===== src/rtl/regfile_write_scheduler.sv =====
// Register-file write-port scheduler: round-robin arbitration among the
// writeback sources, one registered write per cycle, and a pending-write
// scoreboard for r1..r31 that decode uses for RAW/WAW hazard detection.

// One scoreboard bit: set by a decode reservation, cleared by the granted write.
module regfile_write_scheduler_sb_cell (
    input  logic clock,
    input  logic reset_n,
    input  logic set,
    input  logic clr,
    output logic pending
);
    // A reservation and a clear on the same edge keep the bit set, because
    // the reservation belongs to the newer producer.
    always_ff @(posedge clock or negedge reset_n) begin
        if (!reset_n)
            pending <= 1'b0;
        else if (set)
            pending <= 1'b1;
        else if (clr)
            pending <= 1'b0;
    end
endmodule

module regfile_write_scheduler #(
    parameter int NUM_REQ    = 3,
    parameter int DATA_WIDTH = 32
) (
    input  logic                                  clock,
    input  logic                                  reset_n,
    input  logic [NUM_REQ-1:0]                    req_valid,
    output logic [NUM_REQ-1:0]                    req_ready,
    input  logic [NUM_REQ-1:0][4:0]               req_address,
    input  logic [NUM_REQ-1:0][3:0]               req_strobe,
    input  logic [NUM_REQ-1:0][DATA_WIDTH-1:0]    req_data,
    output logic                                  write_enabled,
    output logic [4:0]                            write_address,
    output logic [3:0]                            write_strobe,
    output logic [DATA_WIDTH-1:0]                 write_data,
    input  logic                                  reserve_valid,
    input  logic [4:0]                            reserve_address,
    output logic                                  reserve_conflict,
    input  logic [4:0]                            query_address_1,
    output logic                                  query_pending_1,
    input  logic [4:0]                            query_address_2,
    output logic                                  query_pending_2
);
    localparam int PTR_W = $clog2(NUM_REQ);

    logic [PTR_W-1:0] rr_pointer;
    logic [PTR_W-1:0] grant_idx;
    logic             grant_any;
    logic             transfer;
    logic [4:0]       grant_address;
    logic [3:0]       grant_strobe;
    logic [DATA_WIDTH-1:0] grant_data;
    logic [31:0]      pending;

    // Round-robin scan starting at rr_pointer; first valid requester wins.
    always_comb begin
        grant_any = 1'b0;
        grant_idx = '0;
        for (int k = 0; k < NUM_REQ; k++) begin
            int idx;
            idx = (int'(rr_pointer) + k) % NUM_REQ;
            if (!grant_any && req_valid[idx]) begin
                grant_any = 1'b1;
                grant_idx = PTR_W'(idx);
            end
        end
    end

    // Grants are suppressed while reset is held so no source thinks it was taken.
    assign transfer = grant_any & reset_n;

    // One-hot ready toward the granted requester.
    always_comb begin
        req_ready = '0;
        if (transfer)
            req_ready[grant_idx] = 1'b1;
    end

    assign grant_address = req_address[grant_idx];
    assign grant_strobe  = req_strobe[grant_idx];
    assign grant_data    = req_data[grant_idx];

    // Pointer moves just past the winner; idle cycles leave it alone.
    always_ff @(posedge clock or negedge reset_n) begin
        if (!reset_n)
            rr_pointer <= '0;
        else if (transfer)
            rr_pointer <= (grant_idx == PTR_W'(NUM_REQ - 1)) ? '0 : grant_idx + 1'b1;
    end

    // Registered write port: capture the winner, suppress writes to r0 or with no strobes.
    always_ff @(posedge clock or negedge reset_n) begin
        if (!reset_n) begin
            write_enabled <= 1'b0;
            write_address <= '0;
            write_strobe  <= '0;
            write_data    <= '0;
        end else if (transfer) begin
            write_enabled <= (grant_address != 5'd0) && (grant_strobe != 4'd0);
            write_address <= grant_address;
            write_strobe  <= grant_strobe;
            write_data    <= grant_data;
        end else begin
            write_enabled <= 1'b0;
        end
    end

    // r0 is hardwired and never pending.
    assign pending[0] = 1'b0;

    for (genvar r = 1; r < 32; r++) begin : g_sb
        regfile_write_scheduler_sb_cell u_cell (
            .clock   (clock),
            .reset_n (reset_n),
            .set     (reserve_valid && (reserve_address == 5'(r))),
            .clr     (transfer && (grant_address == 5'(r))),
            .pending (pending[r])
        );
    end

    // Lookups see the registered scoreboard only; same-cycle set/clear is not bypassed.
    assign reserve_conflict = pending[reserve_address];
    assign query_pending_1  = pending[query_address_1];
    assign query_pending_2  = pending[query_address_2];
endmodule


===== config.mk =====
export PLATFORM = sky130hd
export DESIGN_NAME = regfile_write_scheduler
export DESIGN_NICKNAME = d
export VERILOG_FILES = /design/src/rtl/regfile_write_scheduler.sv
export SDC_FILE = /design/constraint.sdc
export NUM_CORES = 1
export LEC_CHECK = 0
export BUFFER_PORTS_ARGS = -buffer_cell sky130_fd_sc_hd__buf_2
export CORE_AREA = 3 3 127 129
export CTS_BUF_LIST = sky130_fd_sc_hd__clkbuf_4 sky130_fd_sc_hd__clkbuf_8 sky130_fd_sc_hd__clkbuf_16
export CTS_CLUSTER_DIAMETER = 80
export CTS_CLUSTER_SIZE = 24
export DETAILED_ROUTE_END_ITERATION = 8
export DIE_AREA = 0 0 130 132
export PLACE_DENSITY = 0.7
export SLEW_MARGIN = 10
export SYNTH_ARGS = -nofsm -noshare
export SYNTH_HDL_FRONTEND = slang
export SYNTH_HIERARCHICAL = 1
export SYNTH_SLANG_ARGS = --single-unit

===== constraint.sdc =====
create_clock -name clock -period 6.1 [get_ports clock]
set_clock_uncertainty 0.05 [all_clocks]
set_input_delay 0.305 -clock clock [delete_from_list [all_inputs] [get_ports clock]]
set_output_delay 0.305 -clock clock [all_outputs]
set_load 0.05 [all_outputs]

**Word-level counts from Yosys, hierarchy flattened**

Cells that the tools add are included.

- $add $sub $neg: 3
- Div/mod/pow operators: 3
- Order comparisons: 8
- Equality and inequality tests: 63
- Muxes and demuxes: 94
- Bitwise logic cells: 1
- Reductions and logical operators: 101

Operators with widths:

| operator | count |
|---|---|
| 5-bit equality test (second input constant) | 32 |
| 32-bit by 4-bit less-than comparator with 1-bit output (second input constant) | 3 |
| 5-bit by 4-bit equality test with 1-bit output (second input constant) | 16 |
| 1-bit two-way mux | 76 |
| 1-bit logical AND | 66 |
| 32-bit binary-select mux with 2-bit select | 1 |
| 32-bit by 3-bit modulo with 32-bit output (second input constant) | 2 |
| 2-bit nonzero test | 31 |
| 5-bit by 3-bit equality test with 1-bit output (second input constant) | 8 |
| 3-bit by 3-bit modulo with 32-bit output (second input constant) | 1 |
| 32-bit two-way mux | 1 |
| 5-bit by 2-bit equality test with 1-bit output (second input constant) | 4 |
| 5-bit by 6-bit less-than comparator with 1-bit output (second input constant) | 3 |
| 1-bit binary-select mux with 5-bit select | 3 |
| 5-bit binary-select mux with 2-bit select | 1 |
| 5-bit by 1-bit equality test with 1-bit output (second input constant) | 2 |
| 4-bit binary-select mux with 2-bit select | 1 |
| 2-bit two-way mux | 4 |
| 1-bit binary-select mux with 2-bit select | 3 |
| 5-bit two-way mux | 1 |
| 5-bit nonzero test | 1 |
| 4-bit two-way mux | 1 |
| 4-bit nonzero test | 1 |
| 2-bit by 1-bit adder with 3-bit output (second input constant) | 1 |
| other kinds (9) | 10 |

- Register bits after elaboration: 75
- Bits of input ports: 144
- Output and inout bits: 48
- Word-level logic and storage cells: 309

**Longest topological paths before layout**

- Word-level depth: 17
- Depth in mapped cells: 14

**Cells and area by module**

Netlist, hierarchy kept.

Modules (own cells, without submodules):

| module | times used | cells each | area each (um^2) | sequential area each (um^2) |
|---|---|---|---|---|
| regfile_write_scheduler | 1 | 456 | 4134.0 | 1101.1 |
| regfile_write_scheduler_sb_cell | 31 | 3 | 36.3 | 25.0 |

**Worst setup path before layout**

Ideal clock, no wire load.

- Kind: register to output
- Start point: reg rr_pointer[1]
- End point: out req_ready[0]
- Data arrival time: 2.953 ns
- Path slack: 2.792 ns
- Cell stages (with the launch flop): 11
- Path buffers: 3
- Cell sequence: dfrtp_1 -> inv_1 -> ha_1 -> buf_6 -> mux2i_4 -> nor2_2 -> o31ai_4 -> buf_2 -> nand2_2 -> buf_4 -> nor3_1

- Word-level cells in the longest chain between the ends: 16
- Elaborated cells between the ends (all ways): 31

RTL lines:

| element | line | source |
|---|---|---|
| from (decl) | 50 | `logic [PTR_W-1:0] rr_pointer;` |
| from (signal assigned) | 92 | `rr_pointer <= (grant_idx == PTR_W'(NUM_REQ - 1)) ? '0 : grant_idx + 1'b1;` |
| parallel branches: the longest is 15 deep, another holds 32-bit by 3-bit modulo with 32-bit output | - |  |
| 3-bit two-way mux (*) | 79 | `if (transfer)` |
| to (decl) | 32 | `output logic [NUM_REQ-1:0] req_ready,` |

Mark *: on every way between the ends. The select of a mux whose other input is x is not followed.

**Worst setup path after layout**

Same ends and word-level chain as after synthesis.

==> results.cfg <==
[clocking]
cts.root.buffer_cell = clkbuf_16
cts-htree-levels = 3
numCtsBuffers = 9
clockBufferDepth = 2
cts_post_setup_buffers_inserted = 0
cts.sink_count = 75
cts_tree = built
path_clk_slew_ns = 0.06
clk-insertion-delay-late_ns = 0.34

[floorplan]
ioPinCount = 192
num_rows = 45
floorplan.core_area_um2 = 15100
dieHeight_um = 132
fp.dieArea_um2 = 17200
fp.dieW_um = 130
effective_utilization_at_floorplan = 0.347

[critical_path]
crit_path_start_kind = flip-flop
worstPathCellList = inv_1, ha_1, mux2i_4, nor2_2, o31ai_4, nand2_2, nor3_1, buf_2
worst_ep_arrival_time_ns = 3.59
critPathMaxFanout = 35
cp-startpoint = rr_pointer[1]
path_class = reg -> out
worstPathRequired_ns = 5.74
crit_path_max_incr_delay_ns = 0.71
slowest_stage = nand2_2
reg2reg_from = rr_pointer[1]
cp-end-kind = output pin

[route]
totalWireLength_mm = 15.5
drcViolationCount = 0
drt_pre_antenna_iters = 4
drt_first_iter_violations = 321
drt-vias-per-instance = 5.25
num_vias = 4769
route.antenna.remaining_nets = 0
routed_wire_length_per_instance_um = 17.0

[layout]
nets = 862
mostFrequentLayoutCells = buf_2 (190), nor2_1 (102), dfrtp_1 (75), a21o_1 (66), mux2i_1 (34)
layout_commonest_cell = buf_2
layout_cell_share_with_drive_strength_beyond_1 = 0.373
area.growth.synth_to_final_pct = 25.8

[sta]
finalWorstPathRequiredPeriod_ns = 3.95
final-setup-viol-count = 0
fin_tns_setup_ns = 0
timing_worst_slew_pin_value_ns = 1.04
final_min_period_over_clock_period = 0.647
report.final.hold_viol_count = 0
unrepaired_setup_endpoints_after_global_routing = no
fin_hold_ws_ns = 0.276
slew_violations = 0
clock.fmax_mhz = 253
worst_max_slew_margin_expressed_relative_to_the_limit = 0.305

[min_path]
hold_path_class = in -> async

[global_routing]
grt_antenna_before_repair = 1
grt_first_pass_wirelength_mm = 24.4
vias_in_the_first_global_route = 4735
grt.overflow.total = 0
grt_start_max_net_pins = 78
grt_usage = 0.180

[pwr]
leakage_power_nw = 3.23
p_per_area_nw_per_um2 = 565
max-vdd-ir-drop_mv = 0.282
power.switching_fraction = 0.488
power_dissipated_by_switching_net_loads_w = 0.00182
cell_internal_pwr_w = 0.00192
power.clock.fraction = 0.153
power_frac_seq = 0.252
combPwrFrac = 0.594

[synthesis]
synth.top_cells.by_area = dfrtp_1 (36%), mux4_2 (12%), a21o_1 (9.4%), nor2_1 (7.3%), mux2i_1 (6.5%)
synth-async-reset-ratio = 1.00
synth-edff-count = 0
post_synth_instance_area_um2 = 5260
mappedNetlistNets = 697
synth_ff_type = dfrtp_1
register_bit_count_reported_by_yosys = 75
synth.largest_area_cell = dfrtp_1
synth_sequential_area_ratio = 0.357
syn-mean-instance-area_um2 = 9.58
yosysUniqueCellTypes = 50
yosysTopAreaCellShare = 0.357
yosys_warnings = 6
netlist_instances = 549

[place]
globalplace.congestion = 0.814
port-buffer-count = 191
half_perimeter_wire_length_after_placement_mm = 12.1

[status]
result_of_the_run = finished clean

[run]
max_cap_viol_count = 0
[synth_stat cells, types with 5 or more instances]
master,count
nor2_1,102
dfrtp_1,75
a21o_1,66
mux2i_1,34
inv_1,33
a211oi_1,32
mux4_2,27
clkbuf_1,24
o21ai_0,20
nand3_1,18
nand2_1,17
mux2_2,12
nor3_1,10
buf_2,9
a31oi_1,7
nand2b_1,6
nor2b_1,5
[logic make-up (layout without fill, tap and decap cells)]
| logic type | count (synthesis) | in the layout | share of synthesized area |
|---|---|---|---|
| flops | 75 | 75 | 0.357 |
| other cells | 0 | 1 | 0 |
| simple gates | 176 | 176 | 0.155 |
| compound gates | 146 | 146 | 0.208 |
| buf+inv | 74 | 244 | 0.0600 |
| fa+ha+maj | 4 | 4 | 0.00952 |
| mux | 74 | 74 | 0.210 |
[worst max-delay path: cells and delay by family, from the launching register on]
kind                       cells  cell delay (ns)
and+or+nand+nor                3             1.16
AOI/OAI and AO/OA              1             0.53
muxes                          1             0.33
DFF                            1             0.41
adders and majority gates      1             0.40
buffers and inverters          2             0.41
[per-stage QoR]
| step | total power, W | instance area, µm² | std cells | setup slack (ns) | utilization |
|---|---|---|---|---|---|
| 2_1_floorplan | 0.00268 | 5260 | 549 | 2.79 | - |
| 3_3_place_gp | 0.00316 | 6280 | 890 | 2.35 | 0.415 |
| 3_5_place_dp | 0.00319 | 6280 | 890 | 2.25 | 0.415 |
| 4_1_cts | 0.00378 | 6620 | 907 | 2.14 | 0.437 |
| 5_1_grt | 0.00398 | 6620 | 908 | 1.91 | 0.437 |
| 6_report | 0.00374 | 6620 | 908 | 2.15 | 0.437 |
[layer usage]
metal  share of wire  routed length [µm]  global-route usage  up-vias
li1                -                   -                   -     2317
met1            0.40                6180               0.216     2250
met4           0.024                 379              0.0583        0
met2            0.51                7840               0.314      182
met3           0.070                1090              0.0413       20
met5               0                   0                   0        -
[power groups by stage]
stage | registers [W] | clock network [W] | logic (W)
after floorplan | 0.00138 | 0 | 0.00130
after global placement | 0.000940 | 0 | 0.00222
after detailed placement | 0.000949 | 0 | 0.00225
after CTS | 0.000944 | 0.000587 | 0.00225
after global routing | 0.000978 | 0.000611 | 0.00239
final | 0.000945 | 0.000573 | 0.00222
[path summary, 6_finish.rpt]
path | endpoint | slack [ns] | depth (start not counted)
setup / recovery | req_ready[0] | 2.15 | 8
hold / removal | g_sb[22].u_cell/pending | 0.28 | 2
setup reg to reg | g_sb[17].u_cell/pending | 2.22 | 11
hold reg to reg | write_data[20] | 0.42 | 1
max in group asynchronous | rr_pointer[0] | 4.61 | 3
min in group clock | write_data[30] | 0.33 | 4
[flip-flops by register name, summed over array words and instances, names as in the netlist]
name	count
rr_pointer	2
write_address	5
write_data	32
write_strobe	4
write_enabled	1
g_sb.u_cell/pending	31
[what timing repair did]
| item | 4_1_cts | 5_1_grt |
|---|---|---|
| endpoints found under the hold margin | 5 | 0 |
| hold buffers | 1 | 0 |
| setup endpoints to repair | 0 | 0 |
| gates resized for setup | 0 | 0 |
[final cells by class]
type | count | area [µm²]
Clock inverter | 6 | 87.6
Clock buffer | 10 | 233
Antenna cell | 1 | 2.50
Timing Repair Buffer | 195 | 991
Tap cell | 188 | 235
Multi-Input combinational cell | 400 | 3070
Sequential cell | 75 | 1880
Inverter | 33 | 124
Fill cell | 1493 | 8530
No activity file was read; power rests on OpenSTA's default activity.
